[config.mk]
export PLATFORM = sky130hd
export DESIGN_NAME = ingress_stager
export DESIGN_NICKNAME = d
export VERILOG_FILES = /design/src/rtl/ingress_stager.sv
export SDC_FILE = /design/constraint.sdc
export NUM_CORES = 1
export LEC_CHECK = 0
export BUFFER_PORTS_ARGS = -buffer_cell sky130_fd_sc_hd__buf_2
export CAP_MARGIN = 10
export CORE_ASPECT_RATIO = 1.75
export CORE_MARGIN = 2
export CORE_UTILIZATION = 35
export DETAILED_ROUTE_END_ITERATION = 8
export PLACE_DENSITY_LB_ADDON = 0.1
export SKIP_LAST_GASP = 1
export SLEW_MARGIN = 20
export SYNTH_ARGS = -nofsm -noshare
export SYNTH_HDL_FRONTEND = slang
export SYNTH_SLANG_ARGS = --single-unit
export TNS_END_PERCENT = 10
[constraint.sdc]
create_clock -name clk -period 2.2 [get_ports clk]
set_clock_uncertainty 0.2 [all_clocks]
set_input_delay 0.11 -clock clk [delete_from_list [all_inputs] [get_ports clk]]
set_output_delay 0.11 -clock clk [all_outputs]
set_load 0.005 [all_outputs]
[src/rtl/ingress_stager.sv]
// ingress_stager: per-lane 2-entry skid buffer converting a valid/ready stream
// into FIFO push/data that respects the FIFO full flag, plus a lane-0 magic
// packet tagger that raises start alongside the Nth push after arming.
module ingress_stager #(
  parameter int WIDTH    = 8,
  parameter int NUM_REQS = 1,
  parameter int IDXWID   = 8
) (
  input  logic                      clk,
  input  logic                      rst,
  input  logic [NUM_REQS-1:0]       in_vld,
  output logic [NUM_REQS-1:0]       in_rdy,
  input  logic [NUM_REQS*WIDTH-1:0] flat_in_data,
  input  logic [NUM_REQS-1:0]       full,
  output logic [NUM_REQS-1:0]       push,
  output logic [NUM_REQS*WIDTH-1:0] flat_data_out,
  input  logic                      arm,
  input  logic [IDXWID-1:0]         magic_idx,
  output logic                      start,
  output logic                      armed,
  output logic                      done
);

  typedef enum logic [1:0] {IDLE, COUNT, DONE} state_t;

  state_t            state_q, state_d;
  logic [IDXWID-1:0] idx_q;
  logic [IDXWID-1:0] cnt_q;

  for (genvar i = 0; i < NUM_REQS; i++) begin : g_lane
    logic [1:0]       occ_q;
    logic [WIDTH-1:0] head_q;
    logic [WIDTH-1:0] tail_q;
    logic [WIDTH-1:0] din;
    logic             acc;
    logic             psh;

    assign din    = flat_in_data[i*WIDTH +: WIDTH];
    // in_rdy depends only on registered occupancy, never on full or in_vld
    assign in_rdy[i] = (occ_q != 2'd2);
    assign acc       = in_vld[i] & in_rdy[i];
    assign psh       = (occ_q != 2'd0) & ~full[i];
    assign push[i]   = psh;
    assign flat_data_out[i*WIDTH +: WIDTH] = head_q;

    // Buffer update: head always holds the oldest word, tail the next one
    always_ff @(posedge clk or negedge rst) begin
      if (!rst) begin
        occ_q  <= 2'd0;
        head_q <= '0;
        tail_q <= '0;
      end else begin
        case ({acc, psh})
          2'b11: begin
            // Head leaves; new word lands in whichever slot frees up
            if (occ_q == 2'd2) begin
              head_q <= tail_q;
              tail_q <= din;
            end else begin
              head_q <= din;
            end
          end
          2'b10: begin
            if (occ_q == 2'd0) head_q <= din;
            else               tail_q <= din;
            occ_q <= occ_q + 2'd1;
          end
          2'b01: begin
            head_q <= tail_q;
            occ_q  <= occ_q - 2'd1;
          end
          default: ;
        endcase
      end
    end
  end

  // Magic FSM state, sampled index and lane-0 push counter
  always_ff @(posedge clk or negedge rst) begin
    if (!rst) begin
      state_q <= IDLE;
      idx_q   <= '0;
      cnt_q   <= '0;
    end else begin
      state_q <= state_d;
      if (state_q == IDLE && arm) begin
        idx_q <= magic_idx;
        cnt_q <= '0;
      end else if (state_q == COUNT && push[0]) begin
        cnt_q <= cnt_q + 1'b1;
      end
    end
  end

  // Next state and start tag; a push in the arming cycle is never counted
  always_comb begin
    state_d = state_q;
    start   = 1'b0;
    case (state_q)
      IDLE:  if (arm) state_d = COUNT;
      COUNT: begin
        if (push[0] && (cnt_q == idx_q)) begin
          start   = 1'b1;
          state_d = DONE;
        end
      end
      DONE:    state_d = DONE;
      default: state_d = IDLE;
    endcase
  end

  assign armed = (state_q == COUNT);
  assign done  = (state_q == DONE);

endmodule

* Word level (Yosys, flattened, before mapping)
Index checks and enable logic that the tools add are counted.
** Word-level totals
- Flip-flop bits (word level) :: 36
- Output and inout port bits :: 13
** Cells by class
- Reductions and logical operators :: 13
- Muxes and demuxes :: 14
- Bitwise logic cells :: 3
- Equal/unequal tests :: 13
- Add/sub/neg operators :: 3
** Operators by type and width (count)
- $mux W8 :: 6
- $pmux W8 S3 :: 1
- $pmux W8 S2 :: 1
- $ne A2 B2 Y1 const B :: 5
- $add A8 B1 Y8 const B :: 1
- $eq A2 B2 Y1 const B :: 4
- $eq A8 B8 Y1 :: 1
- $reduce_bool A2 Y1 :: 4
- $pmux W2 S3 :: 1
- $eq A2 B1 Y1 const B :: 2
- $logic_not A2 Y1 :: 2
- $mux W2 :: 2
- $pmux W2 S2 :: 1
- $reduce_and A2 Y1 :: 2
- $logic_and A1 B1 Y1 :: 3
- $reduce_and A3 Y1 :: 1
- $reduce_bool A3 Y1 :: 1
- $add A2 B1 Y2 const B :: 1
- $and A1 B1 Y1 :: 2
- $mux W1 :: 2
- $ne A2 B1 Y1 const B :: 1
- $sub A2 B1 Y2 const B :: 1
- $not A1 Y1 :: 1

* Logic depth before layout (Yosys ltp)
Gate-level depths: netlist of run 1.
- Depth in word-level cells :: 5
- Depth in mapped cells :: 12

* Worst setup path after synthesis of run 1
No wires, ideal clock.
- Path kind :: reg-to-reg
- From :: register g_lane[0].occ_q[0]
- To :: register g_lane[0].head_q[0] (netlist: flat_data_out[0])
- Path buffers :: 4
- Period minus slack after synthesis :: 2432 ps
- Setup slack :: -232 ps
- Cell stages (with the launch flop) :: 12
- Required time :: 1882 ps
- Arrival :: 2114 ps
- Setup time :: 118 ps
- Cell sequence :: dfrtp_1 buf_4 nor2b_1 buf_2 inv_2 nand2_1 inv_1 ha_1 clkbuf_1 clkbuf_1 a311oi_1 a21o_1
** Between the ends
- Word-level cells in the longest chain between the ends :: 5
** Ends and longest elaborated chain
- start: declaration :: RTL line 31 : logic [1:0] occ_q;
- start signal: assignment :: RTL line 66 : occ_q <= occ_q + 2'd1;
- start signal: assignment :: RTL line 70 : occ_q <= occ_q - 2'd1;
- $ne A2 B2 Y1 * :: RTL line 40 : assign in_rdy[i] = (occ_q != 2'd2);
- net in_rdy :: RTL line 12 : output logic [NUM_REQS-1:0] in_rdy,
- $and A1 B1 Y1 * :: RTL line 41 : assign acc = in_vld[i] & in_rdy[i];
- $eq A2 B2 Y1 / $eq A2 B1 Y1 (equally long branches) :: RTL line 53 : case ({acc, psh})
- $ne A2 B2 Y1 (no line) / $reduce_bool A3 Y1 (equally long branches)
- $reduce_and A2 Y1 (no line)
- end signal: assignment :: RTL line 57 : head_q <= tail_q;
- end signal: assignment :: RTL line 60 : head_q <= din;
- end signal: assignment :: RTL line 64 : if (occ_q == 2'd0) head_q <= din;
- end: declaration :: RTL line 32 : logic [WIDTH-1:0] head_q;
The timed path passes the listed nets; every way through them passes the cells marked *.
A chain may end at the register's enable or synchronous reset.

* Worst setup path in the final report of run 1
- From :: register g_lane[0].occ_q[0]
- To :: register g_lane[0].tail_q[3]
** Between the ends
- Word-level cells in the longest chain between the ends :: 5
** Ends and longest elaborated chain
- $ne A2 B2 Y1 / $reduce_bool A2 Y1 (equally long branches) :: RTL line 40, 42
- $and A1 B1 Y1, on equally long branches :: RTL line 41, 42
- $eq A2 B2 Y1 :: RTL line 53
- $ne A2 B2 Y1 (no line) / $reduce_bool A2 Y1 (equally long branches)
- $reduce_and A3 Y1 (no line)
- end signal: assignment :: RTL line 58 : tail_q <= din;
- end signal: assignment :: RTL line 65 : else tail_q <= din;
- end: declaration :: RTL line 33 : logic [WIDTH-1:0] tail_q;
Parallel ways exist; a longest one is shown, timed or not.

==> impl_metrics.toml, run 1 <==
[layout]
nets = 295
fill_cells = 537
drive_gt1_share_pct = 30.0
area_growth_pct = 34.7
n_antenna_cell = 0

[power]
clock_power_share_pct = 14.5
p_seq_share_pct = 33.4
swShare_pct = 39.2
leakage_nw = 1.27
combPwrFrac_pct = 52.1
p_switching_mw = 1.36
irDropWorstVdd_mv = 0.583
p_int_mw = 2.11
pwr_density_cell_mw_per_mm2 = 1300

[timing]
setup_tns_ns = 0
slew_violations = 0
worstMarginPinSlew_ns = 0.897
worst_slew_margin_rel_pct = 39.8
hold_viol = 0
post-route-period-util_pct = 96.9
period_needed_ns = 2.13
grt_setup_unrepaired = "yes"
clock.fmax_ghz = 0.469
setup_viol = 0
hold-worst-slack_ns = 0.00559

[clock_tree]
cts_tree = "yes"
htreeDepth = 2
cts.sinks = 36
cts_max_path_buffers = 2
insertion_delay_ns = 0.29
cts_root_buf = "clkbuf_8"
cts_buffers = 5
cts.clk_slew.worst_paths_ns = 0.07

[grt]
grt_pass1_vias = 1823
grt_max_degree = 20
antenna_found_initial = 0
track_usage_pct = 18.2
grt_pass1_wl_um = 8550
gr-total-overflow = 0

[worst_hold_path]
min_path_type = "in2async"

[logic_synthesis]
synth.most_common_cell = "nand2_1"
synth-seq-area-share_pct = 45.3
ys_seq_elements = 36
syn_avg_cell_area_um2 = 9.80
async_flop_share_pct = 100
ys.flop_type = "dfrtp_1"
synth_commonest_cells = "nand2_1, dfrtp_1, nor2_1, xnor2_1"
yosys.area.top_type_share_pct = 45.3
yosysTopAreaCell = "dfrtp_1"
post_synth_num_cell_types = 36
synth_area_mm2 = 0.00199
synth_fp_nets = 232
synth_edf_count = 0
synth_cells = 203
yosys-top-cells-area = "dfrtp_1, nand2_1, xnor2_1"
ys_warn_count = 0

[detailed_routing]
wl_per_cell_um = 14.4
drc = 0
ant_nets = 0
totalWireLength_um = 4930
drt_iter0_drc = 45
firstDrtPassIters = 4
vias = 1664
vias_per_cell = 4.85

[worst_setup_path]
critPathKind = "reg2reg"
cp-start-kind = "flip-flop"
worstPathArrival_ns = 2.11
crit_path_end_kind = "flip-flop"
required_ns = 2.18
rrSetupSlack_ns = 0.07
crit_fanout = 8

[placed_design]
io_buffer_count = 33
gp_congestion = 0.769
hpwl_um = 3610

[flow_run]
max_cap_violations = 0

[run_status]
outcome = "finished clean"

[die]
start_util_pct = 35.9
die_area_mm2 = 0.00633
io_pins = 34
die_w_um = 61.0
row_count = 36
core_mm2 = 0.00554
die_h_um = 104
## kinds of logic (layout without fill, tap and decap cells)
kind of cell / Yosys count / count (layout) / synth area share, %
buffers and inverters: 16 / 80 / 3.52
AOI/OAI and AO/OA: 36 / 36 / 14.7
adders and majority gates: 8 / 8 / 5.03
and+or+nand+nor: 81 / 81 / 18.9
xor gates and xnor gates: 17 / 17 / 7.48
muxes: 9 / 9 / 5.09
DFF: 36 / 36 / 45.3
## final cells by class
cell class / instances / area (um^2) / area share (%)
sequential: 36 / 902 / 33.7
clock buffer: 7 / 86.3 / 3.22
multi-input combinational: 151 / 1090 / 40.7
clock inverter: 1 / 7.51 / 0.280
inverter: 6 / 28.8 / 1.07
tap: 76 / 95.1 / 3.55
timing repair buffer: 66 / 468 / 17.5
## path summary, 6_finish.rpt
| kind | endpoint | cells after the start | from |
|---|---|---|---|
| worst max-delay path | g_lane[0].tail_q[3] | 7 | g_lane[0].occ_q[0] |
| worst min-delay path | state_q[0] | 2 | rst |
| worst max register to register | g_lane[0].tail_q[3] | 7 | g_lane[0].occ_q[0] |
| worst min register to register | flat_data_out[3] | 1 | flat_data_out[3] |
| max in group asynchronous | g_lane[0].tail_q[3] | 3 | rst |
| min in group clk | idx_q[0] | 5 | arm |
## state kept, by name, summed over array words and instances, names as in the netlist
| name | cells |
|---|---|
| g_lane.tail_q | 8 |
| idx_q | 8 |
| flat_data_out | 8 |
| state_q | 2 |
| g_lane.occ_q | 2 |
| cnt_q | 8 |
## cells in the final DEF (no fill, tap or decap), drive strengths merged, types with 3 or more instances in the layout
| cell type | count |
|---|---|
| buf | 49 |
| nand2 | 46 |
| dfrtp | 36 |
| dlygate4sd3 | 17 |
| xnor2 | 12 |
| nor2 | 12 |
| a221oi | 9 |
| mux2 | 9 |
| ha | 8 |
| a311oi | 7 |
| a21o | 7 |
| nand3 | 7 |
| clkbuf | 7 |
| o21ai | 5 |
| xor2 | 5 |
| inv | 5 |
| a21oi | 3 |
## stage by stage
step           area [um^2]  cells  power (mW)  utilization (%)  setup slack [ns]
6_report              2680    343        3.47             48.4            0.0683
4_1_cts               2670    342        3.52             48.2           -0.0181
3_5_place_dp          2400    317        2.97             43.4          -0.00613
3_3_place_gp          2400    317        2.95             43.4            0.0477
5_1_grt               2680    343        3.80             48.4           -0.0307
2_1_floorplan         2080    203        2.39                -            -0.144
## timing repair
item	CTS	global route
endpoints found under the setup margin	2	14
pin swaps	0	2
setup buffers	0	1
resized for setup	1	1
endpoints found under the hold margin	52	0
hold buffers	17	0
## power groups by stage
stage	Combinational, mW	Sequential (mW)	Clock, mW
5_1_grt	2.04	1.21	0.553
6_report	1.81	1.16	0.503
3_3_place_gp	1.78	1.17	0
3_5_place_dp	1.80	1.17	0
2_1_floorplan	1.27	1.12	0
4_1_cts	1.83	1.16	0.526
## worst max-delay path: stages, from the launching register on
cell      delay [ns]
dfrtp_1         0.41
buf_4           0.19
o21bai_4        0.18
clkinv_2        0.10
ha_2            0.23
a211oi_4        0.24
buf_12          0.17
mux2_4          0.30
## routing by layer
layer	global-route usage, %	part of all wire [%]	vias to the layer above
met3	3.50	2.5	7
met4	8.07	2.1	0
li1	-	-	831
met5	0	0	-
met1	19.7	39	793
met2	32.2	56	33
Note: power is estimated with default switching activity, not from simulation.
==> inputs of run 2 (changes only) <==
--- a/config.mk
+++ b/config.mk
@@ -5,7 +5,7 @@
 export SDC_FILE = /design/constraint.sdc
 export NUM_CORES = 1
 export LEC_CHECK = 0
-export BUFFER_PORTS_ARGS = -buffer_cell sky130_fd_sc_hd__buf_2
+export BUFFER_PORTS_ARGS = -buffer_cell sky130_fd_sc_hd__buf_4
 export CAP_MARGIN = 10
 export CORE_ASPECT_RATIO = 1.75
 export CORE_MARGIN = 2
==> impl_metrics.toml, run 2 (same netlist as run 1, synthesis figures left out) <==
[clock_tree]
cts_buffers = 5
htreeDepth = 2
cts_root_buf = "clkbuf_8"
cts.clk_slew.worst_paths_ns = 0.07
cts.sinks = 36
cts_max_path_buffers = 2
cts_tree = "yes"
insertion_delay_ns = 0.28

[layout]
final_common_cell = "buf_4"
n_antenna_cell = 0
drive_gt1_share_pct = 29.1
nets = 293
design_area_mm2 = 0.00274
final_cell_mix = "buf_4, nand2_1, dfrtp_1"
fin_cells = 341
area_growth_pct = 37.9
fill_cells = 535

[grt]
track_usage_pct = 17.4
grt_pass1_wl_um = 8360
grt_pass1_vias = 1772
antenna_found_initial = 0
gr-total-overflow = 0
grt_max_degree = 37

[timing]
setup_tns_ns = 0
grt_setup_unrepaired = "yes"
period_needed_ns = 2.18
clock.fmax_ghz = 0.458
worstMarginPinSlew_ns = 0.925
setup_viol = 0
worst_slew_margin_rel_pct = 37.9
hold-worst-slack_ns = 0.109
slew_violations = 0
hold_viol = 0
post-route-period-util_pct = 99.2

[placed_design]
gp_congestion = 0.767
io_buffer_count = 33
dp.cells = 316
postPlaceCellArea_mm2 = 0.00248
hpwl_um = 3480

[flow_run]
max_cap_violations = 0

[worst_setup_path]
required_ns = 2.17
worst-path-buf-inv = 3
critPathTopFamily = "compound AO/OA/AOI/OAI gates"
worstPathArrival_ns = 2.16
crit_slowest_cell = "dfrtp_1"
critPathKind = "reg2reg"
max_stage_delay_ns = 0.41
path_cells = "buf_4, o21bai_4, clkinv_2, ha_2, a211oi_4, buf_12, mux2_4"
crit_path_end_kind = "flip-flop"
cp-start-kind = "flip-flop"
crit_fanout = 8

[power]
p_int_mw = 2.17
leakage_nw = 1.28
swShare_pct = 38.4
p_seq_share_pct = 33.0
p_switching_mw = 1.35
clock_power_share_pct = 13.9
pwr_density_cell_mw_per_mm2 = 1290
irDropWorstVdd_mv = 0.634
combPwrFrac_pct = 53.0

[detailed_routing]
ant_nets = 0
wl_per_cell_um = 14.2
vias = 1674
vias_per_cell = 4.91
drt_iter0_drc = 82
firstDrtPassIters = 4
drc = 0
totalWireLength_um = 4840

[run_status]
outcome = "finished clean"

[die]
die_h_um = 104
die_area_mm2 = 0.00633
io_pins = 34
core_mm2 = 0.00554
start_util_pct = 35.9
die_w_um = 61.0
row_count = 36

[worst_hold_path]
min_path_type = "in2reg"
## run 2: what timing repair did
action                                 4_1_cts  5_1_grt
resized for setup                            1        1
hold buffers                                17        0
setup endpoints to repair                    1       16
setup buffers                                0        0
endpoints found under the hold margin       52        0
## run 2: final cells by class
| class | count | area [um^2] | area share, % |
|---|---|---|---|
| inverters | 6 | 28.8 | 1.05 |
| well taps | 76 | 95.1 | 3.47 |
| multi-input cells | 151 | 1090 | 39.8 |
| clock buffers | 8 | 90.1 | 3.28 |
| flip-flops and latches | 36 | 902 | 32.9 |
| repair buffers | 64 | 536 | 19.5 |
## run 2: path summary, 6_finish.rpt
path / startpoint / endpoint / slack, ns / cells after the start
min in group asynchronous: rst / state_q[0] / 0.12 / 2
setup reg to reg: g_lane[0].occ_q[0] / g_lane[0].tail_q[0] / 0.02 / 7
max in group asynchronous: rst / g_lane[0].occ_q[1] / 1.32 / 2
setup / recovery: g_lane[0].occ_q[0] / g_lane[0].tail_q[0] / 0.02 / 7
hold / removal: arm / idx_q[1] / 0.11 / 5
hold reg to reg: flat_data_out[3] / flat_data_out[3] / 0.29 / 1
## run 2: power groups by stage
stage | Clock [mW] | Sequential [mW] | Combinational [mW]
finish | 0.491 | 1.17 | 1.87
detailed placement | 0 | 1.17 | 1.87
global route | 0.545 | 1.20 | 2.10
global placement | 0 | 1.17 | 1.85
floorplan | 0 | 1.12 | 1.27
CTS | 0.516 | 1.17 | 1.90
## run 2: routing by layer
layer	share of wire (%)	up-vias	GRT usage [%]
met2	55	46	30.5
met5	0	-	0
met3	3.7	6	3.37
met1	39	792	19.7
li1	-	830	-
met4	1.8	0	6.99
## run 2: through the flow
step / utilization [%] / worst slack (ns) / power [mW]
2_1_floorplan: - / -0.144 / 2.39
4_1_cts: 49.5 / -0.00229 / 3.58
3_5_place_dp: 44.7 / -0.00221 / 3.04
6_report: 49.5 / 0.0178 / 3.53
3_3_place_gp: 44.7 / 0.0455 / 3.02
5_1_grt: 49.5 / -0.0820 / 3.85
## run 2: tightest hold or removal path: stages
cell and delay (ns):
buf_4 0.09, nand2_1 0.08, buf_4 0.17, nand2_1 0.06
nand2_1 0.05
==> inputs of run 3 (changes only) <==
--- a/config.mk
+++ b/config.mk
@@ -5,6 +5,7 @@
 export SDC_FILE = /design/constraint.sdc
 export NUM_CORES = 1
 export LEC_CHECK = 0
+export ABC_AREA = 1
 export BUFFER_PORTS_ARGS = -buffer_cell sky130_fd_sc_hd__buf_4
 export CAP_MARGIN = 10
 export CORE_ASPECT_RATIO = 1.75
==> impl_metrics.toml, run 3 <==
[run_status]
outcome = "finished clean"

[worst_hold_path]
worstHoldEndpoint = "cnt_q[6]"
min_delay_path_depth = 5
min_from = "full"
min_path_type = "in2reg"

[detailed_routing]
wl_per_cell_um = 12.1
drc = 0
drt_iter0_drc = 82
vias = 1881
totalWireLength_um = 4880
ant_nets = 0
firstDrtPassIters = 4
vias_per_cell = 4.67

[power]
leakage_nw = 1.27
irDropWorstVdd_mv = 0.495
pwr_density_cell_mw_per_mm2 = 1200
power.total_mw = 3.23

[die]
start_util_pct = 35.9
die_h_um = 106
die_area_mm2 = 0.00659
io_pins = 34
row_count = 37
core_mm2 = 0.00579
die_w_um = 62.2

[layout]
area_growth_pct = 29.4
nets = 354
final_cell_mix = "nand2_1, buf_4, o21ai_0"
fill_cells = 612
multi_input_area_um2 = 992
seqCellArea_um2 = 901
drive_gt1_share_pct = 18.2
final_common_cell = "nand2_1"
n_antenna_cell = 0

[placed_design]
gp_congestion = 0.811
io_buffer_count = 33
hpwl_um = 3490
dp_slack_ns = 0.120

[timing]
setup_tns_ns = 0
period_needed_ns = 2.06
post-route-period-util_pct = 93.8
fin_ws_ns = 0.137
setup_viol = 0
grt_setup_unrepaired = "yes"
hold_viol = 0
clock.fmax_ghz = 0.485
slew_violations = 0
worst_slew_margin_rel_pct = 68.5
hold-worst-slack_ns = 0.0588
worstMarginPinSlew_ns = 0.472

[grt]
grt_pass1_wl_um = 8290
grt_max_degree = 37
track_usage_pct = 16.0
gr-total-overflow = 0
antenna_found_initial = 0
grt_pass1_vias = 1798

[logic_synthesis]
synth.most_common_cell = "nand2_1"
ys.flop_type = "dfrtp_1"
async_flop_share_pct = 100
synth_commonest_cells = "nand2_1, o21ai_0, dfrtp_1"
synth_fp_nets = 297
syn_avg_cell_area_um2 = 7.75
yosys.area.top_type_share_pct = 43.4
yosys-top-cells-area = "dfrtp_1, nand2_1, o21ai_0"
synth-seq-area-share_pct = 43.4
yosysTopAreaCell = "dfrtp_1"
ys_warn_count = 0
synth_edf_count = 0
synth_area_mm2 = 0.00208
ys_seq_elements = 36
post_synth_num_cell_types = 29
synth_cells = 268

[worst_setup_path]
crit_fanout = 7
crit_path_end_kind = "flip-flop"
r2r-start = "g_lane[0].occ_q[0]"
reg2reg_to = "flat_data_out[6]"
worstPathArrival_ns = 2.07
cp-start-kind = "flip-flop"
required_ns = 2.21
critPathKind = "reg2reg"
reg2reg_depth = 10
rrSetupSlack_ns = 0.14

[flow_run]
max_cap_violations = 0

[clock_tree]
cts_root_buf = "clkbuf_8"
cts.sinks = 36
insertion_delay_ns = 0.28
cts_buffers = 5
htreeDepth = 2
cts.clk_slew.worst_paths_ns = 0.07
cts_tree = "yes"
cts_max_path_buffers = 2
[run 3: routing by layer]
layer / track usage [%] / share of wire (%)
met5: 0 / 0
met4: 7.30 / 2.3
met3: 2.75 / 2.8
met2: 30.3 / 55
met1: 17.1 / 40
[run 3: worst max-delay path, cell delays in order (launching register included)]
cell	delay, ns
dfrtp_1	0.43
inv_1	0.13
nand2_2	0.06
nand2_1	0.09
inv_1	0.07
ha_1	0.37
clkinvlp_4	0.13
clkbuf_4	0.18
a21oi_1	0.11
o21ai_0	0.09
a31oi_1	0.12
[run 3: power by group]
part / switching [mW] / leakage (nW) / internal, mW
sequential: 0.217 / 0.448 / 0.949
clock: 0.236 / 0.0410 / 0.216
combinational: 0.902 / 0.778 / 0.710
[run 3: repair_timing]
item / 4_1_cts / 5_1_grt
setup buffers: 0 / 5
endpoints found under the hold margin: 57 / 0
resized for setup: 0 / 1
setup endpoints to repair: 0 / 8
hold buffers: 18 / 0
[run 3: how the worst max path moves through the flow]
stage | cells past startpoint | start | endpoint
2_1_floorplan | 11 | g_lane[0].occ_q[0] | flat_data_out[3]
3_3_place_gp | 9 | g_lane[0].occ_q[0] | flat_data_out[5]
3_5_place_dp | 8 | g_lane[0].occ_q[1] | flat_data_out[7]
4_1_cts | 8 | g_lane[0].occ_q[1] | flat_data_out[7]
5_1_grt | 9 | g_lane[0].occ_q[1] | flat_data_out[7]
6_report | 10 | g_lane[0].occ_q[0] | flat_data_out[6]
[run 3: through the flow]
step,instance area [um^2],cells,utilization (%)
5_1_grt,2690,403,46.4
6_report,2690,403,46.4
3_3_place_gp,2390,373,41.3
3_5_place_dp,2390,373,41.3
4_1_cts,2650,398,45.7
2_1_floorplan,2080,268,-
[run 3: cells by family (layout without fill, tap and decap cells)]
group | Yosys count | in the layout | share of synthesized area, %
AOI/OAI and AO/OA | 66 | 66 | 17.4
xor gates and xnor gates | 6 | 6 | 2.53
adders and majority gates | 8 | 8 | 4.82
buffers and inverters | 44 | 101 | 8.85
DFF | 36 | 36 | 43.4
and+or+nand+nor | 108 | 108 | 23.0
[run 3: final cells by class]
cell class                      count  area share (%)
Clock buffer                        6            2.70
Clock inverter                      1           0.186
Inverter                           36            5.17
Multi-Input combinational cell    188            36.9
Sequential cell                    36            33.5
Tap cell                           78            3.63
Timing Repair Buffer               58            17.9
